$ cat config.mk
export PLATFORM = sky130hd
export DESIGN_NAME = bcd_updown_counter
export DESIGN_NICKNAME = d
export VERILOG_FILES = /design/src/rtl/bcd_updown_counter.sv
export SDC_FILE = /design/constraint.sdc
export NUM_CORES = 1
export LEC_CHECK = 0
export ABC_AREA = 1
export CORE_MARGIN = 5
export CORE_UTILIZATION = 49
export DETAILED_ROUTE_END_ITERATION = 6
export PLACE_DENSITY = 0.77
export SYNTH_ARGS = -nofsm -noshare
export SYNTH_HDL_FRONTEND = slang
export SYNTH_SLANG_ARGS = --single-unit
$ cat constraint.sdc
create_clock -name clk -period 1.65 [get_ports clk]
set_input_delay 0.33 -clock clk [delete_from_list [all_inputs] [get_ports clk]]
set_output_delay 0.33 -clock clk [all_outputs]
set_load 0.01 [all_outputs]
$ cat src/rtl/bcd_updown_counter.sv
// ---------------------------------------------------------------------------
// bcd_updown_counter
//
// Purpose:
//   Cascaded BCD up/down counter of DIGITS decimal digits. Each enabled
//   cycle moves the count by one in the direction selected by dec. At the
//   ends of the range it either wraps (SATURATE=0) or holds (SATURATE=1).
//   The counter also supports a synchronous parallel load. Illegal BCD digits
//   (10..15) in load_val are loaded as 0, so value only ever holds 0..9 per
//   digit.
//
// Parameters:
//   DIGITS     - number of BCD digits, 1..8
//   SATURATE   - 0: wrap at range ends, 1: hold at range ends
//
// Ports:
//   clk        - in  : clock, all state changes on its rising edge
//   reset      - in  : synchronous active-high reset, clears value
//   en         - in  : count enable, one step per cycle while high
//   dec        - in  : step direction, 0 = up, 1 = down
//   load       - in  : synchronous parallel load strobe (beats en)
//   load_val   - in  : BCD value to load, digit i at [4i+3:4i]
//   value      - out : registered BCD count, same packing as load_val
//   carry_out  - out : combinational, stepping up from all 9s this cycle
//   borrow_out - out : combinational, stepping down from all 0s this cycle
//   at_zero    - out : combinational, value is all zeros
// ---------------------------------------------------------------------------
module bcd_updown_counter #(
  parameter int DIGITS   = 4,
  parameter bit SATURATE = 1'b0
) (
  input  logic                  clk,
  input  logic                  reset,
  input  logic                  en,
  input  logic                  dec,
  input  logic                  load,
  input  logic [4*DIGITS-1:0]   load_val,
  output logic [4*DIGITS-1:0]   value,
  output logic                  carry_out,
  output logic                  borrow_out,
  output logic                  at_zero
);

  logic [4*DIGITS-1:0] load_clean;
  logic [4*DIGITS-1:0] step_val;
  logic                all_nine;
  logic                all_zero;
  logic                at_end;

  // Sanitise the load value digit by digit. Any pattern above 9 becomes 0,
  // so the registers can never pick up a non-BCD digit.
  always_comb begin
    load_clean = '0;
    for (int i = 0; i < DIGITS; i++) begin
      if (load_val[4*i +: 4] <= 4'd9) begin
        load_clean[4*i +: 4] = load_val[4*i +: 4];
      end
    end
  end

  // Detect the two range ends. These flags drive the cascade outputs, the
  // zero flag, and the saturation hold.
  always_comb begin
    all_nine = 1'b1;
    all_zero = 1'b1;
    for (int i = 0; i < DIGITS; i++) begin
      if (value[4*i +: 4] != 4'd9) all_nine = 1'b0;
      if (value[4*i +: 4] != 4'd0) all_zero = 1'b0;
    end
  end

  // Ripple the step through the digits. Digit 0 always steps. Each higher
  // digit steps only while every lower digit was sitting at its rollover
  // value: 9 when counting up, 0 when counting down.
  always_comb begin
    logic       ripple;
    logic [3:0] d;
    step_val = value;
    ripple   = 1'b1;
    d        = 4'd0;
    for (int i = 0; i < DIGITS; i++) begin
      d = value[4*i +: 4];
      if (ripple) begin
        if (dec) step_val[4*i +: 4] = (d == 4'd0) ? 4'd9 : d - 4'd1;
        else     step_val[4*i +: 4] = (d == 4'd9) ? 4'd0 : d + 4'd1;
      end
      ripple = ripple & (dec ? (d == 4'd0) : (d == 4'd9));
    end
  end

  // The cascade outputs flag a step that leaves the range. Reset and load
  // both suppress the step, so they also suppress these flags.
  always_comb begin
    carry_out  = en & ~dec & ~load & ~reset & all_nine;
    borrow_out = en &  dec & ~load & ~reset & all_zero;
    at_end     = dec ? all_zero : all_nine;
    at_zero    = all_zero;
  end

  // Digit registers, priority reset > load > en. In saturating mode a step
  // that would leave the range is simply dropped.
  always_ff @(posedge clk) begin
    if (reset) begin
      value <= '0;
    end else if (load) begin
      value <= load_clean;
    end else if (en && !(SATURATE && at_end)) begin
      value <= step_val;
    end
  end

endmodule

Yosys cells after proc, flatten, opt, wreduce, memory -nomap -nowiden
Index checks and enable logic that the tools add are counted.
Widths: inputs -> output; s select.
{"block": "word_totals", "regBits": 16, "inputBits": 21, "out_inout_bits": 19, "elab_cells": 84}
{"block": "op_classes", "add_sub_neg": 8, "magnitude_cmp": 4, "eq_ne": 8, "muxes": 32, "bitwise": 13, "n_reduce_logical": 15}
{"operator": "$mux 4", "n": 19}
{"operator": "$mux 16", "n": 2}
{"operator": "$add 4x1->4 const B", "n": 4}
{"operator": "$eq 4x4->1 const B", "n": 4}
{"operator": "$le 4x4->1 const B", "n": 4}
{"operator": "$logic_not 4->1", "n": 4}
{"operator": "$ne 4x4->1 const B", "n": 4}
{"operator": "$reduce_bool 4->1", "n": 4}
{"operator": "$sub 4x1->4 const B", "n": 4}
{"operator": "$mux 1", "n": 11}
{"operator": "$and 1x1->1", "n": 10}
{"operator": "$reduce_bool 2->1", "n": 4}
{"operator": "$reduce_and 2->1", "n": 3}
{"operator": "$not 1->1", "n": 3}

Depth between registers and ports, before layout
Gate-level depths: netlist of the first run.
{"block": "depth", "depth_word": 7, "ltp_mapped": 11}

Worst setup path after synthesis of the first run
No wires, ideal clock.
{"block": "synth_timing", "path_type": "input port to output port", "start": "input load", "end": "output carry_out", "arrival_time_ps": 1171, "setup_slack_ps": 149, "path_stages": 4, "path_buffers": 1, "cell_sequence": "inv_2 -> buf_1 -> nand4_1 -> nor3_1"}
{"block": "synth_between", "elab_chain_len": 4}
{"element": "start, declared", "line": "36", "source": "input logic load,"}
{"element": "$not 1->1", "line": "94", "source": "carry_out = en & ~dec & ~load & ~reset & all_nine;"}
{"element": "$and 1x1->1 (3 in series)", "line": "94"}
{"element": "end, declared", "line": "39", "source": "output logic carry_out,"}
Every way passes these cells.

Worst setup path after layout of the first run
{"block": "layout_timing", "start": "register value[10]", "end": "output borrow_out"}
{"block": "layout_between", "elab_chain_len": 4}
{"element": "start, declared", "line": "38", "source": "output logic [4*DIGITS-1:0] value,"}
{"element": "start signal, assigned", "line": "106", "source": "value <= load_clean;"}
{"element": "start signal, assigned", "line": "108", "source": "value <= step_val;"}
{"element": "$reduce_bool 4->1", "line": "68", "source": "if (value[4*i +: 4] != 4'd0) all_zero = 1'b0;"}
{"element": "$mux 1 (2 in series)", "line": "68"}
{"element": "$and 1x1->1", "line": "95", "source": "borrow_out = en & dec & ~load & ~reset & all_zero;"}
{"element": "end, declared", "line": "40", "source": "output logic borrow_out,"}
Every way passes these cells.

==> flow_summary.yaml, run 1 <==
final_layout:
  largestRegisters: "value x16"
  layout_commonest_cell: "nand2_1"
  n_antenna_cell: 0
  instances_no_fill: 410
  largest_reg_flops: 16
  utilization_pct: 80.7
  drive_above_1_share_pct: 28.7
  design_area_um2: 2440
  areaGrowthSynthToFinish_pct: 58.9
  nNetsFinal: 389
  most-common-layout-cells: "85 x nand2_1, 56 x buf_4, 30 x nor2_1"
  top_register: "value"
critical_path:
  crit_type: "flip-flop to primary output"
  critPathLaunch: "value[10]$_SDFFE_PP0P_"
  crit_required_ps: 1320
  path_buf_inv: 2
  critPathMaxStageDelay_ps: 330
  crit_slowest_cell: "dfxtp_1"
  r2r-start: "value[0]$_SDFFE_PP0P_"
  cp_top_family: "simple AND/OR/NAND/NOR gates"
  crit_chain: "nor2_2, nand2_1, inv_1, nand4_1, nor3_2, buf_2"
  crit_arrival_ps: 1410
  path_max_fanout: 2
  cp-end-kind: "primary output"
  critPathLaunchType: "flip-flop"
logic_synthesis:
  syn_nets: 296
  yosys_warnings: 0
  synth_cell_types: 32
  synthCells: 275
  avgSynthCellArea_um2: 5.59
  async_flop_share_pct: 0
  synth_flop_cell: "dfxtp_1"
  synth_edf_count: 0
  seq_area_frac_synth_pct: 20.8
  ys_seq_elements: 16
  synth.cell_area_um2: 1540
clock_tree:
  clk_pin_slew_ps: 110
  clock_path_buffers: 2
  numClockSinks: 16
  cts_htree_levels: 1
  cts_root_buffer: "clkbuf_4"
  hold_buffers: 0
  cts_tree: "yes"
  cts_inserted_buffers: 3
  clkLatencyLatePin_ps: 300
sta:
  fin_crit_ps: 1740
  setup_ws_ps: -91.4
  max_freq_mhz: 574
  worst_pin_slew_ps: 297
  finalMaxSlewViolations: 0
  fin_crit_sh_pct: 106
  grt_setup_unrepaired: "true"
  clock_skew_ps: 1.93
  setup_viol: 4
  hold_viol: 0
  maxSlewHeadroom_pct: 80.0
power:
  p_leak_nw: 1.34
  p_seq_share_pct: 30.9
  total_power_mw: 1.49
  combPwrFrac_pct: 53.8
  powerDensity_nw_per_um2: 609
  sw_frac_of_total_pct: 40.1
  power.switching_mw: 0.597
  p_clk_share_pct: 15.4
  ir_drop_v: 0.000421
  internal_power_mw: 0.892
die:
  row_count: 20
  dieArea_um2: 4360
  die_w_um: 66.0
  ios: 40
  core-area_um2: 3030
  die_height_um: 66.0
  start_util_pct: 50.8
placed_design:
  dp_hpwl_um: 3560
  dpl_worst_slack_ps: -469
  place_congestion: 0.876
  place_inst: 398
  portBuffers: 39
  place_area_um2: 2280
global_route:
  grt_max_degree: 22
  antenna_found_initial: 0
  grt_pass1_wl_um: 7870
  grt_use_total_pct: 22.7
  first_global_vias: 1874
  overflow: 0
routing:
  vias: 2152
  drtPass1Iterations: 6
  routedWlPerCell_um: 12.6
  drt-initial-drc-count: 185
  vias_per_cell: 5.25
  ant_nets: 0
  drc_errors: 0
  drt-total-wl_um: 5160
status:
  violations: "negative setup slack"
  outcome: "complete, but fails checks"
hold_path:
  holdCritPathClass: "primary input to flip-flop"
  hp-start: "reset"
run:
  drv_cap: 0
metal layers:
metal / wire (µm) / up-vias / GRT usage, %
met4: 135 / 0 / 8.63
met3: 324 / 17 / 2.89
li1: - / 1081 / -
met2: 2500 / 97 / 38.8
met1: 2200 / 957 / 28.9
met5: 0 / - / 0
timing repair:
| item | CTS | global route |
|---|---|---|
| gates cloned | 0 | 1 |
| buffers inserted | 4 | 5 |
| setup endpoints to repair | 15 | 18 |
| resized for setup | 43 | 15 |
| pin swaps | 4 | 5 |
Yosys cell counts, types with 2 or more instances:
cell,number,area share [%]
nand2_2,3,1.2
inv_1,29,7.1
dfxtp_1,16,21
inv_2,4,0.98
o21ai_0,15,4.9
nand3_1,26,8.5
nor2_4,2,1.5
nand2_1,87,21
clkbuf_1,2,0.49
o21ai_1,3,0.98
nor2_1,36,8.8
buf_2,2,0.65
a31oi_1,3,1.2
nand2_4,2,1.5
nor2_2,2,0.81
nor3_1,3,0.98
a21oi_1,18,5.9
nand4_1,8,3.3
worst paths after layout:
| kind | to | slack, ps | depth (start not counted) |
|---|---|---|---|
| setup / recovery | borrow_out | -90 | 6 |
| hold / removal | value[3]$_SDFFE_PP0P_ | 560 | 3 |
| setup reg to reg | value[12]$_SDFFE_PP0P_ | -30 | 12 |
| hold reg to reg | value[8]$_SDFFE_PP0P_ | 590 | 3 |
area by class of cell:
cell class	instances	area, µm²
Inverter	33	124
Clock buffer	3	22.5
Fill cell	242	584
Multi-Input combinational cell	219	1110
Tap cell	44	55.1
Sequential cell	16	333
Timing Repair Buffer	95	800
power groups by stage:
stage | Combinational [mW] | Sequential, mW | Clock [mW]
after global placement | 0.724 | 0.459 | 0
after global routing | 0.877 | 0.466 | 0.249
after floorplan | 0.362 | 0.498 | 0
final | 0.800 | 0.460 | 0.229
after CTS | 0.744 | 0.459 | 0.225
after detailed placement | 0.734 | 0.461 | 0
worst reg2reg max path, stage by stage (launching register included):
cell and delay [ps]:
dfxtp_2 370, buf_4 140, inv_2 40, nor2_2 100
nand2_2 90, buf_4 150, nand2_2 70, nand3_4 110
buf_4 160, nand2_4 90, nand4_1 130, nand2_1 100
nor2_1 50
kinds of logic (layout without fill, tap and decap cells):
family,count (synthesis),count (layout),synth area share (%)
AO/OA/AOI/OAI,44,44,15.4
buffers and inverters,41,131,12.0
flip-flops,16,16,20.8
AND/OR/NAND/NOR,174,175,51.8
stage by stage:
| stage | setup TNS, ps | hold WS (ps) |
|---|---|---|
| 5_1_grt | -863 | 580 |
| 3_3_place_gp | -3340 | 557 |
| 6_report | -259 | 563 |
| 3_5_place_dp | -3690 | 578 |
| 4_1_cts | -201 | 561 |
| 2_1_floorplan | 0 | 399 |
Power figures use the tool's default switching activity.
==> run 2, diff against run 1 <==
Settings changed: GPL_TIMING_DRIVEN from default to 0, PLACE_DENSITY 0.77 to 0.81.
==> run 2 against run 1 <==
Against the previous run: the run still ends with negative setup slack left; final cell count is 9.8% lower; clock power up 21%; count of clock-buffer cells in the layout is 1 higher; non-clock buffer count is 40 lower; sequential cell count did not move; routed wire length is 14% lower; critical path depth unchanged; register-to-register slack improved by 250 ps; critical path type unchanged; critical endpoint unchanged; largest cell class unchanged; highest routed layer unchanged.
==> flow_summary.yaml, run 2 (same netlist as run 1, synthesis figures left out) <==
status:
  outcome: "complete, but fails checks"
  violations: "negative setup slack"
sta:
  worst_pin_slew_ps: 503
  maxSlewHeadroom_pct: 66.5
  fin_crit_ps: 1750
  tns_ps: -186
  hold_ws_ps: 523
  fin_crit_sh_pct: 106
  clock_skew_ps: 6.21
  grt_setup_unrepaired: "true"
  finalMaxSlewViolations: 0
  max_freq_mhz: 570
  hold_viol: 0
  setup_ws_ps: -104
  setup_viol: 3
final_layout:
  instances_no_fill: 370
  largestRegisters: "value x16"
  design_area_um2: 2170
  most-common-layout-cells: "85 x nand2_1, 31 x nor2_1, 31 x clkdlybuf4s50_1"
  layout_commonest_cell: "nand2_1"
  largest_reg_flops: 16
  nFillCells: 289
  n_antenna_cell: 0
  drive_above_1_share_pct: 21.5
  nNetsFinal: 348
  top_register: "value"
  areaGrowthSynthToFinish_pct: 41.4
  utilization_pct: 71.8
clock_tree:
  cts_root_buffer: "clkbuf_4"
  cts_htree_levels: 1
  clock_path_buffers: 2
  cts_inserted_buffers: 3
  clk_pin_slew_ps: 110
  numClockSinks: 16
  clkLatencyLatePin_ps: 300
  cts_tree: "yes"
critical_path:
  path_max_fanout: 4
  critPathLaunchType: "flip-flop"
  crit_required_ps: 1320
  r2r-end: "value[11]$_SDFFE_PP0P_"
  critPathLaunch: "value[4]$_SDFFE_PP0P_"
  reg2reg_depth: 10
  rrSetupSlack_ps: 220
  crit_type: "flip-flop to primary output"
  crit_arrival_ps: 1420
  cp-end-kind: "primary output"
  r2r-start: "value[2]$_SDFFE_PP0P_"
power:
  p_seq_share_pct: 35.3
  ir_drop_v: 0.000386
  sw_frac_of_total_pct: 39.3
  p_clk_share_pct: 19.6
  power.switching_mw: 0.555
  combPwrFrac_pct: 45.1
  internal_power_mw: 0.856
  p_leak_nw: 1.05
  total_power_mw: 1.41
  powerDensity_nw_per_um2: 648
run:
  drv_cap: 0
routing:
  routedWlPerCell_um: 12.0
  drt-total-wl_um: 4440
  drc_errors: 0
  vias: 1894
  vias_per_cell: 5.12
  ant_nets: 0
  drt-initial-drc-count: 167
  drtPass1Iterations: 4
die:
  dieArea_um2: 4360
  core-area_um2: 3030
  ios: 40
  die_height_um: 66.0
  start_util_pct: 50.8
  row_count: 20
  die_w_um: 66.0
global_route:
  antenna_found_initial: 0
  first_global_vias: 1744
  grt_pass1_wl_um: 7570
  grt_max_degree: 18
  grt_use_total_pct: 21.7
  overflow: 0
placed_design:
  place_area_um2: 1980
  dpl_worst_slack_ps: -1040
  portBuffers: 39
  dp_hpwl_um: 3210
  place_inst: 358
  place_congestion: 0.918
hold_path:
  min_path_cells: 2
  hp-start: "value[8]$_SDFFE_PP0P_"
  min_to: "value[8]$_SDFFE_PP0P_"
  holdCritPathClass: "flip-flop to flip-flop"
==> run 2: changes by cell type in the layout (fill, tap and decap cells not counted), moves of 3 or more <==
cell,change
clkdlybuf4s50_1,+12
dfxtp_4,+9
nor2_2,-3
dlymetal6s2s_1,-4
inv_1,-3
dfxtp_2,-3
dlygate4sd2_1,-8
dfxtp_1,-6
buf_4,-44
inv_4,+3
==> run 2: metal layers <==
layer	vias to the layer above	routed length [µm]	GRT usage (%)
met5	-	0	0
met4	0	78	8.38
met3	9	224	2.55
met2	63	2090	35.9
met1	822	2050	28.6
li1	1000	-	-
==> run 2: worst max-delay path, cell delays in order, from the launching register on <==
cell and delay (ps):
dfxtp_4 380, nor2_4 120, nand3_2 100, nor2_1 110, nand4_1 140, nor3_2 120, buf_2 150
==> run 2: area by class of cell <==
class / count / area (µm²) / area share, %
inverter: 33 / 131 / 6.04
tap: 44 / 55.1 / 2.53
multi-input combinational: 218 / 1090 / 50.2
buffer: 6 / 50.0 / 2.30
sequential: 16 / 363 / 16.7
clock buffer: 4 / 36.3 / 1.67
timing repair buffer: 49 / 448 / 20.6
==> run 2: what timing repair did <==
item	in CTS	in global routing
buffers inserted	5	5
hold buffers	0	0
pin swaps	5	9
endpoints found under the setup margin	11	7
hold endpoints to repair	0	0
resized for setup	50	18
==> run 2: worst max-delay path by stage <==
stage,endpoint,slack [ps]
floorplan,carry_out,150
global placement,carry_out,-1060
detailed placement,carry_out,-1040
CTS,borrow_out,-150
global route,borrow_out,-180
finish,borrow_out,-100
==> run 2: power groups by stage <==
stage               Clock [mW]  Combinational [mW]  Sequential, mW
floorplan                    0               0.362           0.498
global route             0.300               0.715           0.506
finish                   0.276               0.637           0.497
global placement             0               0.573           0.492
CTS                      0.281               0.600           0.498
detailed placement           0               0.579           0.491
